===== src/rtl/systolic_mac_pe_pkg.sv =====
// Shared tile-state type, width guard and saturation limits for the systolic MAC PE.
// The limit functions are consumed when SYSTOLIC_PE_SAT_EN is defined.
package systolic_pkg;
    typedef enum logic [0:0] { IDLE = 1'b0, ACCUM = 1'b1 } tile_state_e;

    localparam int PE_MAX_ACC    = 128;
    localparam int PE_DATA_WIDTH = 16;
    localparam int PE_ACC_WIDTH  = 40;
    localparam int PE_ACC_GUARD  = PE_ACC_WIDTH - 2 * PE_DATA_WIDTH;

    function automatic int pe_acc_guard(int data_w, int acc_w);
        return acc_w - 2 * data_w;
    endfunction

    // Limits are built wide and truncated to ACC_WIDTH by the caller.
    function automatic logic [PE_MAX_ACC-1:0] sat_max(int acc_w, bit sgn);
        logic [PE_MAX_ACC-1:0] one;
        one = PE_MAX_ACC'(1);
        return sgn ? (one << (acc_w - 1)) - one : (one << acc_w) - one;
    endfunction

    function automatic logic [PE_MAX_ACC-1:0] sat_min(int acc_w, bit sgn);
        logic [PE_MAX_ACC-1:0] one;
        one = PE_MAX_ACC'(1);
        return sgn ? (one << (acc_w - 1)) : '0;
    endfunction
endpackage


===== src/rtl/systolic_mac_pe_if.sv =====
// Port bundle of one systolic MAC PE; slave is the PE side, master the driving side.
// SYSTOLIC_PE_SAT_EN adds the sticky sat flag.
interface systolic_mac_pe_if #(
    parameter int DATA_WIDTH = 16,
    parameter int ACC_WIDTH  = 40
);
    logic [DATA_WIDTH-1:0] a_in, b_in, a_out, b_out;
    logic                  a_vld_in, b_vld_in, last_in;
    logic                  a_vld_out, b_vld_out, last_out;
    logic                  drain;
    logic [ACC_WIDTH-1:0]  c_in, c_out;
    logic                  c_vld_in, c_vld_out;
    logic                  busy, err;
`ifdef SYSTOLIC_PE_SAT_EN
    logic                  sat;
`endif

    modport slave (
`ifdef SYSTOLIC_PE_SAT_EN
        output sat,
`endif
        input  a_in, a_vld_in, last_in, b_in, b_vld_in, drain, c_in, c_vld_in,
        output a_out, a_vld_out, last_out, b_out, b_vld_out, c_out, c_vld_out, busy, err
    );

    modport master (
`ifdef SYSTOLIC_PE_SAT_EN
        input  sat,
`endif
        output a_in, a_vld_in, last_in, b_in, b_vld_in, drain, c_in, c_vld_in,
        input  a_out, a_vld_out, last_out, b_out, b_vld_out, c_out, c_vld_out, busy, err
    );
endinterface


===== src/rtl/systolic_mac_pe_mult.sv =====
// Registered multiplier stage: full product extended to ACC_WIDTH plus valid/last tags.
// Kept separate so a DSP-mapped multiplier can replace it.
module pe_mult_stage #(
    parameter int DATA_WIDTH = 16,
    parameter int ACC_WIDTH  = 40,
    parameter int SIGNED     = 1
) (
    input  logic                  clk,
    input  logic                  rst,
    input  logic [DATA_WIDTH-1:0] i_a,
    input  logic [DATA_WIDTH-1:0] i_b,
    input  logic                  i_fire,
    input  logic                  i_last,
    output logic [ACC_WIDTH-1:0]  o_prod,
    output logic                  o_p_vld,
    output logic                  o_p_last
);
    localparam int PW = 2 * DATA_WIDTH;

    logic [PW-1:0]        w_a, w_b, w_p;
    logic [ACC_WIDTH-1:0] w_prod;

    // Low PW bits of the product of PW-bit extended operands equal the exact product.
    generate
        if (SIGNED != 0) begin : g_signed
            assign w_a    = PW'($signed(i_a));
            assign w_b    = PW'($signed(i_b));
            assign w_p    = w_a * w_b;
            assign w_prod = ACC_WIDTH'($signed(w_p));
        end else begin : g_unsigned
            assign w_a    = PW'(i_a);
            assign w_b    = PW'(i_b);
            assign w_p    = w_a * w_b;
            assign w_prod = ACC_WIDTH'(w_p);
        end
    endgenerate

    always_ff @(posedge clk) begin
        if (rst) begin
            o_prod   <= '0;
            o_p_vld  <= 1'b0;
            o_p_last <= 1'b0;
        end else begin
            o_p_vld  <= i_fire;
            o_p_last <= i_fire & i_last;
            if (i_fire) o_prod <= w_prod;
        end
    end
endmodule


===== src/rtl/systolic_mac_pe.sv =====
// Systolic MAC PE: registered A/B forwarding, pipelined MAC with tile retire, drain chain.
// Define SYSTOLIC_PE_SAT_EN for a saturating accumulator and the sticky sat output.
module systolic_mac_pe
    import systolic_pkg::*;
#(
    parameter int DATA_WIDTH = PE_DATA_WIDTH,
    parameter int ACC_WIDTH  = PE_ACC_WIDTH,
    parameter int SIGNED     = 1
) (
    input  logic             clk,
    input  logic             rst,
    systolic_mac_pe_if.slave pe
);
    localparam logic [0:0] S_IDLE  = IDLE;
    localparam logic [0:0] S_ACCUM = ACCUM;

    generate
        if (pe_acc_guard(DATA_WIDTH, ACC_WIDTH) < 0 || PE_ACC_GUARD < 0) begin : g_bad_width
            $error("ACC_WIDTH must be at least 2*DATA_WIDTH");
        end
    endgenerate

    logic [DATA_WIDTH-1:0] r_a_out, r_b_out;
    logic                  r_a_vld_out, r_b_vld_out, r_last_out;
    logic [ACC_WIDTH-1:0]  r_acc, r_res, r_c_out;
    logic                  r_res_vld, r_c_vld_out, r_err;
    logic [0:0]            r_state;
    logic                  w_fire, w_half, w_p_vld, w_p_last, w_retire;
    logic [ACC_WIDTH-1:0]  w_prod, w_sum;

    assign w_fire   = pe.a_vld_in & pe.b_vld_in;
    assign w_half   = pe.a_vld_in ^ pe.b_vld_in;
    assign w_retire = w_p_vld & w_p_last;

    pe_mult_stage #(.DATA_WIDTH(DATA_WIDTH), .ACC_WIDTH(ACC_WIDTH), .SIGNED(SIGNED)) u_mult (
        .clk     (clk),
        .rst     (rst),
        .i_a     (pe.a_in),
        .i_b     (pe.b_in),
        .i_fire  (w_fire),
        .i_last  (pe.last_in),
        .o_prod  (w_prod),
        .o_p_vld (w_p_vld),
        .o_p_last(w_p_last)
    );

`ifdef SYSTOLIC_PE_SAT_EN
    localparam logic [ACC_WIDTH-1:0] ACC_MAX = ACC_WIDTH'(sat_max(ACC_WIDTH, SIGNED != 0));
    localparam logic [ACC_WIDTH-1:0] ACC_MIN = ACC_WIDTH'(sat_min(ACC_WIDTH, SIGNED != 0));

    logic [ACC_WIDTH-1:0] w_wrap;
    logic                 w_ovf_hi, w_ovf_lo, r_sat, r_tile_open;

    generate
        if (SIGNED != 0) begin : g_sat_s
            assign w_wrap   = r_acc + w_prod;
            assign w_ovf_hi = ~r_acc[ACC_WIDTH-1] & ~w_prod[ACC_WIDTH-1] &  w_wrap[ACC_WIDTH-1];
            assign w_ovf_lo =  r_acc[ACC_WIDTH-1] &  w_prod[ACC_WIDTH-1] & ~w_wrap[ACC_WIDTH-1];
        end else begin : g_sat_u
            assign {w_ovf_hi, w_wrap} = {1'b0, r_acc} + {1'b0, w_prod};
            assign w_ovf_lo = 1'b0;
        end
    endgenerate

    assign w_sum  = w_ovf_hi ? ACC_MAX : (w_ovf_lo ? ACC_MIN : w_wrap);
    assign pe.sat = r_sat;

    // sat survives the retire so it can be read with the result; the next tile's first product restarts it.
    always_ff @(posedge clk) begin
        if (rst) begin
            r_sat       <= 1'b0;
            r_tile_open <= 1'b0;
        end else if (w_p_vld) begin
            r_tile_open <= ~w_p_last;
            r_sat       <= (r_tile_open & r_sat) | w_ovf_hi | w_ovf_lo;
        end
    end
`else
    assign w_sum = r_acc + w_prod;
`endif

    always_ff @(posedge clk) begin
        if (rst) begin
            r_a_out     <= '0;
            r_b_out     <= '0;
            r_a_vld_out <= 1'b0;
            r_b_vld_out <= 1'b0;
            r_last_out  <= 1'b0;
            r_acc       <= '0;
            r_res       <= '0;
            r_res_vld   <= 1'b0;
            r_c_out     <= '0;
            r_c_vld_out <= 1'b0;
            r_err       <= 1'b0;
            r_state     <= S_IDLE;
        end else begin
            r_a_out     <= pe.a_in;
            r_b_out     <= pe.b_in;
            r_a_vld_out <= pe.a_vld_in;
            r_b_vld_out <= pe.b_vld_in;
            r_last_out  <= pe.last_in;

            if (w_fire) r_state <= pe.last_in ? S_IDLE : S_ACCUM;

            if (w_p_vld) begin
                if (w_p_last) begin
                    r_res <= w_sum;
                    r_acc <= '0;
                end else begin
                    r_acc <= w_sum;
                end
            end

            // A local result takes the chain slot; otherwise pass the north neighbour through.
            if (pe.drain) begin
                if (r_res_vld) begin
                    r_c_out     <= r_res;
                    r_c_vld_out <= 1'b1;
                end else begin
                    r_c_out     <= pe.c_in;
                    r_c_vld_out <= pe.c_vld_in;
                end
            end else begin
                r_c_vld_out <= 1'b0;
            end

            r_res_vld <= w_retire | (r_res_vld & ~pe.drain);
            r_err     <= r_err | w_half | (w_retire & r_res_vld & ~pe.drain);
        end
    end

    assign pe.a_out     = r_a_out;
    assign pe.b_out     = r_b_out;
    assign pe.a_vld_out = r_a_vld_out;
    assign pe.b_vld_out = r_b_vld_out;
    assign pe.last_out  = r_last_out;
    assign pe.c_out     = r_c_out;
    assign pe.c_vld_out = r_c_vld_out;
    assign pe.err       = r_err;
    assign pe.busy      = (r_state == S_ACCUM) | w_p_vld;
endmodule


===== src/flat_wrapper.sv =====
// flat-port wrapper written by rule: the top's interface ports become plain ports
module systolic_mac_pe_flat import systolic_pkg::*;
#(
    parameter int DATA_WIDTH = PE_DATA_WIDTH,
    parameter int ACC_WIDTH  = PE_ACC_WIDTH,
    parameter int SIGNED     = 1
)
  (clk, rst, pe_a_in, pe_a_vld_in, pe_last_in, pe_b_in, pe_b_vld_in, pe_drain, pe_c_in, pe_c_vld_in, pe_a_out, pe_a_vld_out, pe_last_out, pe_b_out, pe_b_vld_out, pe_c_out, pe_c_vld_out, pe_busy, pe_err);
  systolic_mac_pe_if #(.DATA_WIDTH(DATA_WIDTH), .ACC_WIDTH(ACC_WIDTH)) pe_i ();
  input  logic clk;
  input  logic rst;
  input wire logic [$bits(pe_i.a_in)-1:0] pe_a_in;
  input wire logic [$bits(pe_i.a_vld_in)-1:0] pe_a_vld_in;
  input wire logic [$bits(pe_i.last_in)-1:0] pe_last_in;
  input wire logic [$bits(pe_i.b_in)-1:0] pe_b_in;
  input wire logic [$bits(pe_i.b_vld_in)-1:0] pe_b_vld_in;
  input wire logic [$bits(pe_i.drain)-1:0] pe_drain;
  input wire logic [$bits(pe_i.c_in)-1:0] pe_c_in;
  input wire logic [$bits(pe_i.c_vld_in)-1:0] pe_c_vld_in;
  output wire logic [$bits(pe_i.a_out)-1:0] pe_a_out;
  output wire logic [$bits(pe_i.a_vld_out)-1:0] pe_a_vld_out;
  output wire logic [$bits(pe_i.last_out)-1:0] pe_last_out;
  output wire logic [$bits(pe_i.b_out)-1:0] pe_b_out;
  output wire logic [$bits(pe_i.b_vld_out)-1:0] pe_b_vld_out;
  output wire logic [$bits(pe_i.c_out)-1:0] pe_c_out;
  output wire logic [$bits(pe_i.c_vld_out)-1:0] pe_c_vld_out;
  output wire logic [$bits(pe_i.busy)-1:0] pe_busy;
  output wire logic [$bits(pe_i.err)-1:0] pe_err;
  assign pe_i.a_in = pe_a_in;
  assign pe_i.a_vld_in = pe_a_vld_in;
  assign pe_i.last_in = pe_last_in;
  assign pe_i.b_in = pe_b_in;
  assign pe_i.b_vld_in = pe_b_vld_in;
  assign pe_i.drain = pe_drain;
  assign pe_i.c_in = pe_c_in;
  assign pe_i.c_vld_in = pe_c_vld_in;
  assign pe_a_out = pe_i.a_out;
  assign pe_a_vld_out = pe_i.a_vld_out;
  assign pe_last_out = pe_i.last_out;
  assign pe_b_out = pe_i.b_out;
  assign pe_b_vld_out = pe_i.b_vld_out;
  assign pe_c_out = pe_i.c_out;
  assign pe_c_vld_out = pe_i.c_vld_out;
  assign pe_busy = pe_i.busy;
  assign pe_err = pe_i.err;
  systolic_mac_pe #(.DATA_WIDTH(DATA_WIDTH), .ACC_WIDTH(ACC_WIDTH), .SIGNED(SIGNED)) u_core (.clk(clk), .rst(rst), .pe(pe_i));
endmodule

===== config.mk =====
export PLATFORM = sky130hd
export DESIGN_NAME = systolic_mac_pe_flat
export DESIGN_NICKNAME = d
export VERILOG_FILES = /design/src/rtl/systolic_mac_pe_pkg.sv /design/src/rtl/systolic_mac_pe_if.sv /design/src/rtl/systolic_mac_pe_mult.sv /design/src/rtl/systolic_mac_pe.sv /design/src/flat_wrapper.sv
export SDC_FILE = /design/constraint.sdc
export NUM_CORES = 1
export LEC_CHECK = 0
export CAP_MARGIN = 20
export CORE_MARGIN = 1.5
export CORE_UTILIZATION = 23
export DETAILED_ROUTE_END_ITERATION = 8
export PLACE_DENSITY_LB_ADDON = 0.05
export SLEW_MARGIN = 40
export SYNTH_ARGS = -nofsm -noshare
export SYNTH_HDL_FRONTEND = slang
export SYNTH_SLANG_ARGS = --single-unit
export TNS_END_PERCENT = 30

===== constraint.sdc =====
create_clock -name clk -period 11.2 [get_ports clk]
set_input_delay 2.24 -clock clk [delete_from_list [all_inputs] [get_ports clk]]
set_output_delay 2.24 -clock clk [all_outputs]
set_load 0.01 [all_outputs]

==> key figures <==
Outcome
  – Outcome: complete, no violations

Synth
  – Portion of the post-synthesis area used by sequential elements: 0.207
  – Dominant combinational cell family by area after synthesis: adder cells
  – Share of synthesized cell area in and, or, nand and nor gates: 0.159
  – Synth Area in Adders: 0.364
  – Most numerous cell in the Yosys netlist: inv_1
  – Distinct cell type count of the synthesized netlist: 75
  – Synthesized-area fraction occupied by ao, oa, aoi and oai cells: 0.122
  – Cell types with the highest counts after synthesis: inv_1 (299), fa_1 (263), nand2_1 (212)
  – Fraction of registers with async set or reset after synthesis: 0
  – Biggest area consumer among synthesized cells: fa_1
  – Number of flops mapped to enable cells by yosys: 0
  – Mean cell area of the mapped netlist: 9.03 sq um
  – Top area cells in the synthesized netlist: fa_1 (28%), dfxtp_1 (21%), ha_1 (8.2%)
  – Top cell type's share of synthesized area: 0.282
  – Warning count from the yosys run: 0
  – Mux contribution to synthesized area: 0.0317
  – Synthesized Nets: 2531
  – Post-synthesis instance area: 18700 sq um
  – Instance count of the mapped netlist: 2067
  – Area share of xor/xnor cells in the synthesized design: 0.0310
  – Synthesis-stage register bit count: 193
  – Most used DFF post-synth: dfxtp_1

Clocking
  – Root buf cell: clkbuf_16
  – Clock latency on the worst-skew pair: 490 ps
  – Number of sinks driven by the clock tree: 193
  – Reg clk slew, reported paths: 90 ps
  – Count of H-tree levels built during CTS: 4
  – PostCTS Resize Cnt: 0
  – Number of buffers inserted during clock tree synthesis: 17
  – Clock buffer depth: 2
  – Buffers inserted during post-CTS setup optimization: 0
  – TritonCTS clock tree: built
  – Count of hold-fix buffers inserted at cts: 0

Global routing
  – Fraction of met2 tracks used by global routing: 0.219
  – Pin count of the biggest net entering global routing: 83
  – Fraction of met3 tracks used by global routing: 0.0177
  – Peak-usage layer in the global routing report: met2
  – Global routing usage on met1: 0.215
  – Overall global routing resource usage: 0.143
  – Leftover overflow at the end of global routing: 0
  – Global-route wire length before repair: 90600 um
  – Number of global-route vias before repair: 14.8k
  – Initial antenna violation count: 2

Run
  – Max capacitance violation total: 0

STA
  – Number of hold violations in the final report: 0
  – Final setup violation count: 0
  – Final-layout setup total negative slack: 0 ps
  – Actual transition at the worst max-transition pin: 869 ps
  – Period utilization: 0.780
  – Final Max Tran Viols: 0
  – Worst clock skew on the final layout: 23.6 ps
  – Tightest slew margin relative to the limit: 0.419
  – Setup repair after global routing missed its margin: no
  – Highest clock rate: 115 MHz
  – Tmin final: 8730 ps

Layout
  – Share of post-route cells with drive strength above 1: 0.0351
  – Sequential cell area: 3860 sq um
  – Final nets: 2619
  – Layout overhead on the synthesized area: 16.8%
  – Cell area after layout: 21800 sq um
  – Multi-input gate area: 13200 sq um
  – Fill cell instance count of the final layout: 8713
  – Antenna diode instance count: 0

Routing
  – WL per Instance: 17.9 um
  – Detailed-route via count: 13.8k
  – Post-route DRC: 0
  – Final wirelength: 57600 um
  – Number of vias per cell after detailed routing: 4.26
  – Drt first-iter violations: 536
  – DRT Pass-1 Iters: 4
  – Final ANT Viol Nets: 0

Power and ir drop
  – Static leakage power: 9.63 nW
  – Largest vdd supply drop: 0.213 mV
  – Areal power density over the cells: 305 nW/um^2
  – Sum of internal, switching and leakage power: 6.64 mW

Setup path
  – Source of the worst register-to-register timing path: u_core.u_mult.o_prod[13]
  – Start point of the critical path: pe_b_in[2]
  – Launching element type of the critical path: input port
  – Kind of capture point of the worst setup path: flip-flop
  – Maximum fanout along the worst path: 17
  – Kind of critical path: input port to flip-flop
  – Crit path arrival time: 9110 ps
  – Data required, critical path: 11580 ps

Floorplan
  – Die Span Y: 288 um
  – Number of top-level pins: 157
  – Starting density of the core: 0.232
  – Horizontal extent of the die: 288 um
  – Total core area: 80400 sq um
  – Standard-cell row count: 104
  – Die area: 82800 sq um

Placement
  – Count of port buffers added during placement: 156
  – Post-detailed-placement cell area: 21200 sq um
  – RePlAce Congestion: 0.784
  – Half-perimeter wire length of the detailed placement result: 45300 um

Min path
  – Hold crit path type: flip-flop to flip-flop
  – Worst Min Path Start: u_core.r_res[31]
flip-flops by register name, indices dropped and copies added, names as in the netlist, 16 cells and up:
signal and cells:
u_core.pe.a_out 16, u_core.pe.c_out 40, u_core.u_mult.o_prod 32, u_core.r_res 40, u_core.pe.b_out 16, u_core.r_acc 40
path summary, 6_finish.rpt:
check	slack, ps	endpoint	cells past startpoint
max	2470	u_core.u_mult.o_prod[29]	21
min	460	u_core.r_res[31]	2
max reg2reg	7760	u_core.r_acc[36]	11
min reg2reg	460	u_core.r_res[31]	2
final cells by class:
class / count / share of cell area
clock buffer: 17 / 0.0195
multi-input combinational: 1471 / 0.606
tap: 1060 / 0.0609
sequential: 193 / 0.177
timing repair buffer: 173 / 0.0757
clock inverter: 15 / 0.00890
inverter: 299 / 0.0515
kinds of logic after synthesis:
logic type	Yosys count
adders and majority gates	385
muxes	59
and+or+nand+nor	624
xor gates and xnor gates	66
AOI/OAI and AO/OA	337
buffers and inverters	403
DFF	193
critical path, stage by stage:
cell and delay, ps:
clkdlybuf4s50_1 1000, nand2_1 190, inv_1 130, fa_1 560, fa_1 820, fa_1 510
fa_1 520, fa_1 500, inv_1 50, fa_1 470, inv_1 40, ha_1 330
a21o_1 180, a21o_1 160, a21oi_1 140, o21ai_0 120, a21oi_1 280, o21ai_1 170
a211oi_1 320, nor3b_1 100, o32ai_1 260
power breakdown:
group | switching, mW | leakage, nW | total [mW] | internal (mW)
clock | 0.343 | 0.302 | 0.666 | 0.323
combinational | 2.93 | 7.75 | 5.20 | 2.27
sequential | 0.0339 | 1.58 | 0.777 | 0.743
total | 3.31 | 9.63 | 6.64 | 3.33
per-layer routing:
metal	share of wire	up-vias
li1	-	6811
met1	0.54	6743
met2	0.43	180
met3	0.025	27
met4	0.0096	0
met5	0	-
per-stage QoR:
stage	worst slack, ps	std cells	hold slack [ps]	util
2_1_floorplan	3140	2067	436	-
3_3_place_gp	1810	3196	451	0.264
3_5_place_dp	1860	3196	456	0.263
4_1_cts	2380	3228	468	0.271
5_1_grt	1970	3228	478	0.271
6_report	2470	3228	462	0.271
cells in the final DEF (no fill, tap or decap), drive strengths merged, types with 11 or more instances in the layout:
master,instances
o21ai,33
buf,27
clkdlybuf4s50,146
a21o,36
o21a,12
and2,131
nor2,166
o21bai,11
a21oi,101
dfxtp,193
nor2b,38
fa,263
xor2,16
nand3,22
inv,304
nand2,213
a211oi,59
ha,122
xnor2,50
mux2i,59
a22oi,26
clkbuf,17
No activity file was read; power rests on OpenSTA's default activity.
